## src/rtl/fetch_pkg.sv

```systemverilog
// Shared types and constants for the dual-issue instruction fetch stage.
package fetch_pkg;

    localparam int FETCH_ADDR_W = 8;
    localparam int INST_W       = 32;

    localparam logic [INST_W-1:0] INST_ECALL = 32'h0000_0073;

    typedef struct packed {
        logic [INST_W-1:0]       inst;
        logic [FETCH_ADDR_W-1:0] pc;
    } fetch_entry_t;

    // Zero an entry that is not being presented so stale queue data never leaks out.
    function automatic fetch_entry_t mask_entry(input fetch_entry_t e, input logic vld);
        fetch_entry_t r;
        r = vld ? e : '0;
        return r;
    endfunction

endpackage

```

## src/rtl/fetch_accept_chk.sv

```systemverilog
// Protocol checker: the decoder may not consume more slots than are presented.
module fetch_accept_chk (
    input logic       clk,
    input logic       reset,
    input logic [1:0] dec_accept,
    input logic [1:0] out_valid
);

    logic [1:0] valid_cnt_s;

    assign valid_cnt_s = {1'b0, out_valid[1]} + {1'b0, out_valid[0]};

    // Over-consumption is clamped in hardware but is still a decoder bug.
    assert property (@(posedge clk) disable iff (reset) dec_accept <= valid_cnt_s)
        else $error("dec_accept exceeds presented slots");

endmodule

```

## src/rtl/fetch_queue.sv

```systemverilog
// In-order circular buffer: up to two writes and two reads per cycle, reports
// the free space that remains once this cycle's reads are taken out.
module fetch_queue
    import fetch_pkg::*;
#(
    parameter int DEPTH = 4,
    localparam int PTR_W = $clog2(DEPTH),
    localparam int CNT_W = PTR_W + 1
) (
    input  logic               clk,
    input  logic               reset,
    input  logic               flush,
    input  logic [1:0]         deq_cnt,
    input  logic [1:0]         enq_cnt,
    input  fetch_entry_t       enq_entry0,
    input  fetch_entry_t       enq_entry1,
    output fetch_entry_t       head0,
    output fetch_entry_t       head1,
    output logic [1:0]         valid_cnt,
    output logic [CNT_W-1:0]   free_cnt
);

    fetch_entry_t      mem_r [DEPTH];
    logic [PTR_W-1:0]  head_r;
    logic [PTR_W-1:0]  tail_r;
    logic [CNT_W-1:0]  count_r;
    logic [1:0]        deq_eff_s;

    // Visible slots, clamped consume count and post-dequeue free space.
    always_comb begin
        valid_cnt = (count_r >= CNT_W'(2)) ? 2'd2 : count_r[1:0];
        deq_eff_s = (deq_cnt > valid_cnt) ? valid_cnt : deq_cnt;
        free_cnt  = CNT_W'(DEPTH) - count_r + CNT_W'(deq_eff_s);
        head0     = mask_entry(mem_r[head_r], valid_cnt >= 2'd1);
        head1     = mask_entry(mem_r[head_r + PTR_W'(1)], valid_cnt == 2'd2);
    end

    // Pointer and occupancy update; a flush drops every entry at once.
    always_ff @(posedge clk) begin
        if (reset || flush) begin
            head_r  <= '0;
            tail_r  <= '0;
            count_r <= '0;
        end else begin
            head_r  <= head_r + PTR_W'(deq_eff_s);
            tail_r  <= tail_r + PTR_W'(enq_cnt);
            count_r <= count_r - CNT_W'(deq_eff_s) + CNT_W'(enq_cnt);
        end
    end

    // Entry storage; contents need no reset because reads are masked by occupancy.
    always_ff @(posedge clk) begin
        if (!(reset || flush)) begin
            if (enq_cnt >= 2'd1) begin
                mem_r[tail_r] <= enq_entry0;
            end
            if (enq_cnt == 2'd2) begin
                mem_r[tail_r + PTR_W'(1)] <= enq_entry1;
            end
        end
    end

endmodule

```

## src/rtl/inst_fetch_unit.sv

```systemverilog
// Dual-issue fetch stage: PC, redirect and top-of-memory wrap around a fetch queue.
// Optional ECALL fetch halt is built when FETCH_ECALL_HALT_EN is defined.
module inst_fetch_unit
    import fetch_pkg::*;
#(
    parameter int                      QDEPTH   = 4,
    parameter logic [FETCH_ADDR_W-1:0] RESET_PC = 8'h00
) (
    input  logic                    clk,
    input  logic                    reset,
    output logic [FETCH_ADDR_W-1:0] inst_address,
    input  logic [INST_W-1:0]       instruction1,
    input  logic [INST_W-1:0]       instruction2,
    input  logic                    redirect_valid,
    input  logic [FETCH_ADDR_W-1:0] redirect_pc,
    output logic [1:0]              out_valid,
    output logic [INST_W-1:0]       out_inst0,
    output logic [INST_W-1:0]       out_inst1,
    output logic [FETCH_ADDR_W-1:0] out_pc0,
    output logic [FETCH_ADDR_W-1:0] out_pc1,
    input  logic [1:0]              dec_accept
`ifdef FETCH_ECALL_HALT_EN
    , output logic                  fetch_halted
`endif
);

    localparam int CNT_W = $clog2(QDEPTH) + 1;
    localparam logic [FETCH_ADDR_W-1:0] LAST_WORD_PC = 8'hFC;

    logic [FETCH_ADDR_W-1:0] pc_r;
    logic [FETCH_ADDR_W-1:0] pc_next_s;
    logic                    at_top_s;
    logic [1:0]              fetch_n_s;
    logic                    ecall_hit_s;
    logic                    halt_s;
    logic [1:0]              enq_cnt_s;
    logic [CNT_W-1:0]        free_cnt_s;
    logic [1:0]              valid_cnt_s;
    fetch_entry_t            enq_entry0_s;
    fetch_entry_t            enq_entry1_s;
    fetch_entry_t            head0_s;
    fetch_entry_t            head1_s;

    assign at_top_s     = (pc_r == LAST_WORD_PC);
    assign inst_address = pc_r;
    assign enq_entry0_s = '{inst: instruction1, pc: pc_r};
    assign enq_entry1_s = '{inst: instruction2, pc: pc_r + 8'd4};

    // Fetch sizing and next PC; a pair is enqueued whole or not at all.
    always_comb begin
        fetch_n_s   = at_top_s ? 2'd1 : 2'd2;
        ecall_hit_s = 1'b0;
`ifdef FETCH_ECALL_HALT_EN
        if (instruction1 == INST_ECALL) begin
            fetch_n_s   = 2'd1;
            ecall_hit_s = 1'b1;
        end else if (!at_top_s && (instruction2 == INST_ECALL)) begin
            ecall_hit_s = 1'b1;
        end else begin
            ecall_hit_s = 1'b0;
        end
`endif
        if (!redirect_valid && !halt_s && (free_cnt_s >= CNT_W'(fetch_n_s))) begin
            enq_cnt_s = fetch_n_s;
        end else begin
            enq_cnt_s = 2'd0;
        end

        if (redirect_valid) begin
            pc_next_s = {redirect_pc[7:2], 2'b00};
        end else if ((enq_cnt_s != 2'd0) && !ecall_hit_s) begin
            pc_next_s = pc_r + {4'd0, fetch_n_s, 2'b00};
        end else begin
            pc_next_s = pc_r;
        end
    end

    // Program counter register.
    always_ff @(posedge clk) begin
        if (reset) begin
            pc_r <= RESET_PC;
        end else begin
            pc_r <= pc_next_s;
        end
    end

`ifdef FETCH_ECALL_HALT_EN
    logic halt_r;

    // Halt sets once an ECALL is actually enqueued; redirect or reset releases it.
    always_ff @(posedge clk) begin
        if (reset || redirect_valid) begin
            halt_r <= 1'b0;
        end else if ((enq_cnt_s != 2'd0) && ecall_hit_s) begin
            halt_r <= 1'b1;
        end else begin
            halt_r <= halt_r;
        end
    end

    assign halt_s       = halt_r;
    assign fetch_halted = halt_r;
`else
    assign halt_s = 1'b0;
`endif

    fetch_queue #(.DEPTH(QDEPTH)) u_queue (
        .clk        (clk),
        .reset      (reset),
        .flush      (redirect_valid),
        .deq_cnt    (dec_accept),
        .enq_cnt    (enq_cnt_s),
        .enq_entry0 (enq_entry0_s),
        .enq_entry1 (enq_entry1_s),
        .head0      (head0_s),
        .head1      (head1_s),
        .valid_cnt  (valid_cnt_s),
        .free_cnt   (free_cnt_s)
    );

    // Slot 1 is only ever valid together with slot 0.
    always_comb begin
        case (valid_cnt_s)
            2'd2:    out_valid = 2'b11;
            2'd1:    out_valid = 2'b01;
            default: out_valid = 2'b00;
        endcase
    end

    assign out_inst0 = head0_s.inst;
    assign out_pc0   = head0_s.pc;
    assign out_inst1 = head1_s.inst;
    assign out_pc1   = head1_s.pc;

    fetch_accept_chk u_chk (
        .clk        (clk),
        .reset      (reset),
        .dec_accept (dec_accept),
        .out_valid  (out_valid)
    );

endmodule

```

## config.mk

```make
export PLATFORM = sky130hd
export DESIGN_NAME = inst_fetch_unit
export DESIGN_NICKNAME = d
export VERILOG_FILES = /design/src/rtl/fetch_pkg.sv /design/src/rtl/fetch_accept_chk.sv /design/src/rtl/fetch_queue.sv /design/src/rtl/inst_fetch_unit.sv
export SDC_FILE = /design/constraint.sdc
export NUM_CORES = 1
export LEC_CHECK = 0
export CAP_MARGIN = 20
export CORE_MARGIN = 2
export CORE_UTILIZATION = 38
export DETAILED_ROUTE_END_ITERATION = 16
export GPL_TIMING_DRIVEN = 0
export HOLD_SLACK_MARGIN = 0.15
export PLACE_DENSITY = 0.71
export SKIP_CTS_REPAIR_TIMING = 1
export SLEW_MARGIN = 20
export SYNTH_ARGS = -nofsm -noshare
export SYNTH_HDL_FRONTEND = slang
export SYNTH_SLANG_ARGS = --single-unit
```

## constraint.sdc

```tcl
create_clock -name clk -period 6.1 [get_ports clk]
set_input_delay 1.22 -clock clk [delete_from_list [all_inputs] [get_ports clk]]
set_output_delay 1.22 -clock clk [all_outputs]
set_load 0.03 [all_outputs]
```

# == Word level (Yosys, flattened, before mapping) ==
# Memory sizes are Yosys's and may differ from the RTL's. A register that Yosys moved wholly into a read port is not among the register bits.
# Cells that the tools add are included.
# totals
regBits,15
ramBits,160
in_bits,77
word_cells,47
mem_count,1
# mem_list
memory,words,width,rd,rd_clocked_by_memory_dff,wr,line_no,rtl
u_queue.mem_r,4,40,2,1,2,fetch_queue.sv:23,fetch_entry_t mem_r [DEPTH];
# classes
n_addsub,10
n_lt_le_gt_ge,5
n_eq_ne,4
n_mux,16
reduce_logical,6
# op_table
operator,n
$mux 40,2
$mux 8,2
$mux 2,5
$add 8x3->8 const B,1
$add 8x4->8,1
$eq 8x8->1 const B,1
$add 3x2->3,2
$mux 1,6
$add 2x1->2 const B,2
$add 2x2->2,2
$eq 2x2->1 const B,2
$ge 2x1->1 const B,2
$pmux 2 s2,1
$reduce_bool 2->1,2
$ge 3x2->1,1
$ge 3x2->1 const B,1
$sub 3x2->3,1
$sub 3x3->3 const A,1
$eq 2x1->1 const B,1
$gt 2x2->1,1
$reduce_or 2->1,1
$logic_and 1x1->1,1
$logic_not 1->1,1
$logic_or 1x1->1,1

# == Depth between registers and ports, before layout ==
# depth
depth_word,12
mapped_depth,21
depth_no_buf,19

# == Modules after synthesis ==
# Synthesis repeated with hierarchy kept, for this count alone.
# hier_totals
hier_cells,665
hier_area_um2,10724.0
# modules_own_cells
mod,instances,cells_each,area_per_inst_um2
fetch_queue,1,593,10133.5
inst_fetch_unit,1,72,590.6

# == Worst setup path after synthesis ==
# No wires, ideal clock.
# synth_timing
path_kind,input to register
from,input dec_accept[1]
to,"memory u_queue.mem_r[1][10] (netlist name), enable pin"
setup_time_ns,0.446
t_arrival_ns,5.214
required_time_ns,5.654
setup_slack_ns,0.440
path_stages,13
path_buffers,2
path_cell_list,ha_1 > nor2_1 > a21oi_1 > a21o_1 > mux2i_1 > ha_1 > fa_1 > inv_1 > ha_1 > a211oi_2 > buf_4 > buf_4 > a21oi_1
# synth_rtl
item,line_no,rtl
"start, declared",inst_fetch_unit.sv:21,input logic [1:0] dec_accept
"end, declared",fetch_queue.sv:23,

# == Final worst setup path ==
# layout_timing
from,input dec_accept[1]
to,register u_queue.count_r[2]
# layout_via
elab_chain_len,7
word_cells_on_any_way,8
classes_between,3 x add/sub; 2 x order compare; 2 x mux; 1 x reduce/logical
# layout_lines
item,line_no,rtl
$gt 2x2->1,fetch_queue.sv:32,deq_eff_s = (deq_cnt > valid_cnt) ? valid_cnt : deq_cnt;
$mux 2 (*),fetch_queue.sv:32,
$add 3x2->3,fetch_queue.sv:33,free_cnt = CNT_W'(DEPTH) - count_r + CNT_W'(deq_eff_s);
$ge 3x2->1,inst_fetch_unit.sv:63,if (!redirect_valid && !halt_s && (free_cnt_s >= CNT_W'(fetch_n_s))) begin
$logic_and 1x1->1,inst_fetch_unit.sv:63,
$mux 2,inst_fetch_unit.sv:63,
$add 3x2->3 (*),fetch_queue.sv:47,count_r <= count_r - CNT_W'(deq_eff_s) + CNT_W'(enq_cnt);
"end signal, assigned",fetch_queue.sv:47,
"end, declared",fetch_queue.sv:26,logic [CNT_W-1:0] count_r;
# Every way passes the cells marked *; elsewhere a longest branch is shown, timed or not.
# A chain may end at the register's enable or synchronous reset.

==> run metrics <==
status complete, no violations; clk_skew 0.0158 ns; gr ovfl total 0; 1st-pass router iterations 5; Multi-input gate area 4840 µm²; crit end category flop; vias per std cell 5.37; Max-Cap Viols 0; Slew HR 40.1%; Die Ht 166 µm; Netlist Area Pre-Place 10000 µm²; clk sinks 165; Fmax 190 MHz; drt initial violations around 440; Synth Area in XOR/XNOR approximately 1.6%; GRT Util Overall a little under a fifth; final core occ 49.1%; initial antenna violation count 2; die width 166 µm; synth warn 0; routability cong. 0.804; CTS buffer count 17; share of cells above drive strength 1 between 30% and 40%; top cells by count, synth edfxtp_1 (152), mux2_2 (122), mux4_2 (76); # setup viols final 0; register area 4820 µm²; Final Hold Fails 0; Filler cells roughly 2300; clock buffer depth 2; post-route cell area 12800 µm²; Crit Path Class in -> reg; RSZ-0062 raised after global routing no; H-tree Lvls 4; CP startpoint kind primary input; Post-Layout Cell Count around 1200; post-synthesis adder-cell area fraction 2.80%; VDD IR max 177 µV; first-pass GRT wire length 39800 µm; register bit total from synthesis 165; Vias 6415; required time of the critical path 6.40 ns; Hold WC Path Type reg -> reg; post-route ant nets 0; Net Sw Frac 37.9%; sequential area share after synthesis 48.2%; Worst-path clk slew 0.07 ns; Initial Util 38.5%; Core Region between 20000 and 30000 µm²; Seq pwr share 30.4%; combinational power share 48.0%; Port Buf Inserts 158; Avg WL per Cell 21.7 µm; most common cell in the netlist edfxtp_1; Area after DPL 12200 µm²; Synth Area in Simple Gates 8.94%; Total Wirelength 25900 µm; internal power a little over 3000 µW; clock share of power between 20% and 30%; WP data arrival 5.56 ns; area growth from synthesis to layout 27.5%; Leak 0.00423 µW; Top FF cell, synth edfxtp_1; CTS Root Cell clkbuf_16; IO Pins 167; min cycle time layout 5.26 ns; vias in the first global route 6699; ranking of synthesized cells by area edfxtp_1 (46%), mux4_2 (17%), mux2_2 (14%); Post-DP HPWL approximately 18000 µm; multiplexer area fraction after synthesis 33.1%; area leader, netlist edfxtp_1; async set or reset register ratio after synthesis 0%; Yosys top cell area share 45.6%; cell count after placement 1161; Slew Viols, Final 0; hold_ws 0.600 ns; Die ar. 27700 µm²; worst skew pair latency about 0.43 ns; number of synthesized flops with an enable pin 152; Psw 1890 µW; FP Rows 59; fin crit share 86.3%; Power Density between 300 and 400 nW/µm²; Mapped Cells 658; syn avg cell area 15.2 µm²; Final Net Count ~940; Synth Area in Compound Gates 1.41%; library cells used by synthesis 45; DRC errors left 0; pin count of the biggest net entering global routing 39; worst-margin pin slew 0.894 ns; CTS tree done; critical-path maximum fanout 10; largest family of logic cells by synthesized area multiplexers
## metrics by stage
stage	setup slack, ns	setup TNS [ns]	total power [µW]
floorplan	0.440	0	3030
global placement	-2.04	-207.16	3900
detailed placement	0.360	0	3960
CTS	0.820	0	5030
global route	0.533	0	5240
finish	0.836	0	4980
## logic make-up (layout without fill, tap and decap cells)
logic type,Yosys count,count (layout)
multiplexers,218,218
flip-flops,165,165
AND/OR/NAND/NOR,148,148
buffers and inverters,69,264
adder cells (fa/ha/maj),20,20
AO/OA/AOI/OAI,19,19
XOR/XNOR,18,18
other,1,7
## metal layers
layer  wire [µm]  part of all wire, %  up-vias  global-route usage [%]
met5          13                0.050        -                       0
li1            -                    -     2939                       -
met4         323                  1.2        2                    5.32
met2       13000                   50      205                    32.2
met3        1260                  4.9       22                    3.96
met1       11300                   44     3247                    24.9
## layout make-up
type,count,area share (%)
multi-input combinational,429,37.9
sequential,165,37.8
timing repair buffer,163,13.3
clock buffer,18,3.36
tap,335,3.28
buffer,56,2.74
clock inverter,14,1.19
inverter,13,0.382
antenna,1,0.0196
## critical path, cell delays in order
cell and delay [ns]:
clkdlybuf4s50_1 0.44, ha_1 0.32, nor2_1 0.09, a21oi_1 0.04, a21o_1 0.19, mux2i_1 0.13, ha_1 0.19, fa_1 0.48
inv_1 0.04, ha_1 0.29, a211oi_2 0.25, buf_4 0.25, buf_4 0.24, nor3_1 0.09, fa_1 0.46, fa_1 0.44
xnor2_1 0.18, xnor2_1 0.14, nor3_1 0.06
## sequential cells by signal, indices dropped and copies added, names as in the netlist
register         count
u_queue.mem_r      152
u_queue.tail_r       2
u_queue.head_r       2
u_queue.count_r      3
inst_address         6
## placed cells by master, fill, tap and decap left out, types with 3 or more instances in the layout
master / count
xnor2_1: 8
nand2_1: 16
buf_4: 13
mux2_1: 18
mux4_2: 76
fa_1: 4
nor3_1: 13
nor3_4: 3
nand2b_1: 4
buf_1: 4
buf_16: 3
clkbuf_1: 17
a21oi_1: 3
edfxtp_1: 152
nand3_1: 3
inv_1: 12
buf_6: 10
and2_1: 45
clkdlybuf4s50_1: 158
clkinvlp_4: 6
xor2_1: 10
nand4_1: 4
conb_1: 6
ha_1: 16
nor4_1: 5
nor2b_1: 38
mux2_2: 122
nor2_1: 8
a311oi_1: 5
dfxtp_1: 13
buf_2: 13
clkbuf_16: 17
## power by group through the flow
stage	clock, µW	sequential [µW]	combinational, µW
6_report	1070	1510	2390
3_5_place_dp	0	1540	2420
3_3_place_gp	0	1550	2350
2_1_floorplan	0	1530	1500
4_1_cts	1090	1510	2430
5_1_grt	1140	1530	2560
## final timing paths
check | start | to | slack, ns | depth (start not counted)
setup / recovery | dec_accept[1] | u_queue.count_r[2] | 0.84 | 19
hold / removal | u_queue.count_r[2] | u_queue.count_r[2] | 0.60 | 2
setup reg to reg | u_queue.count_r[1] | u_queue.count_r[2] | 1.30 | 19
hold reg to reg | u_queue.count_r[2] | u_queue.count_r[2] | 0.60 | 2
No activity file was read; power rests on OpenSTA's default activity.
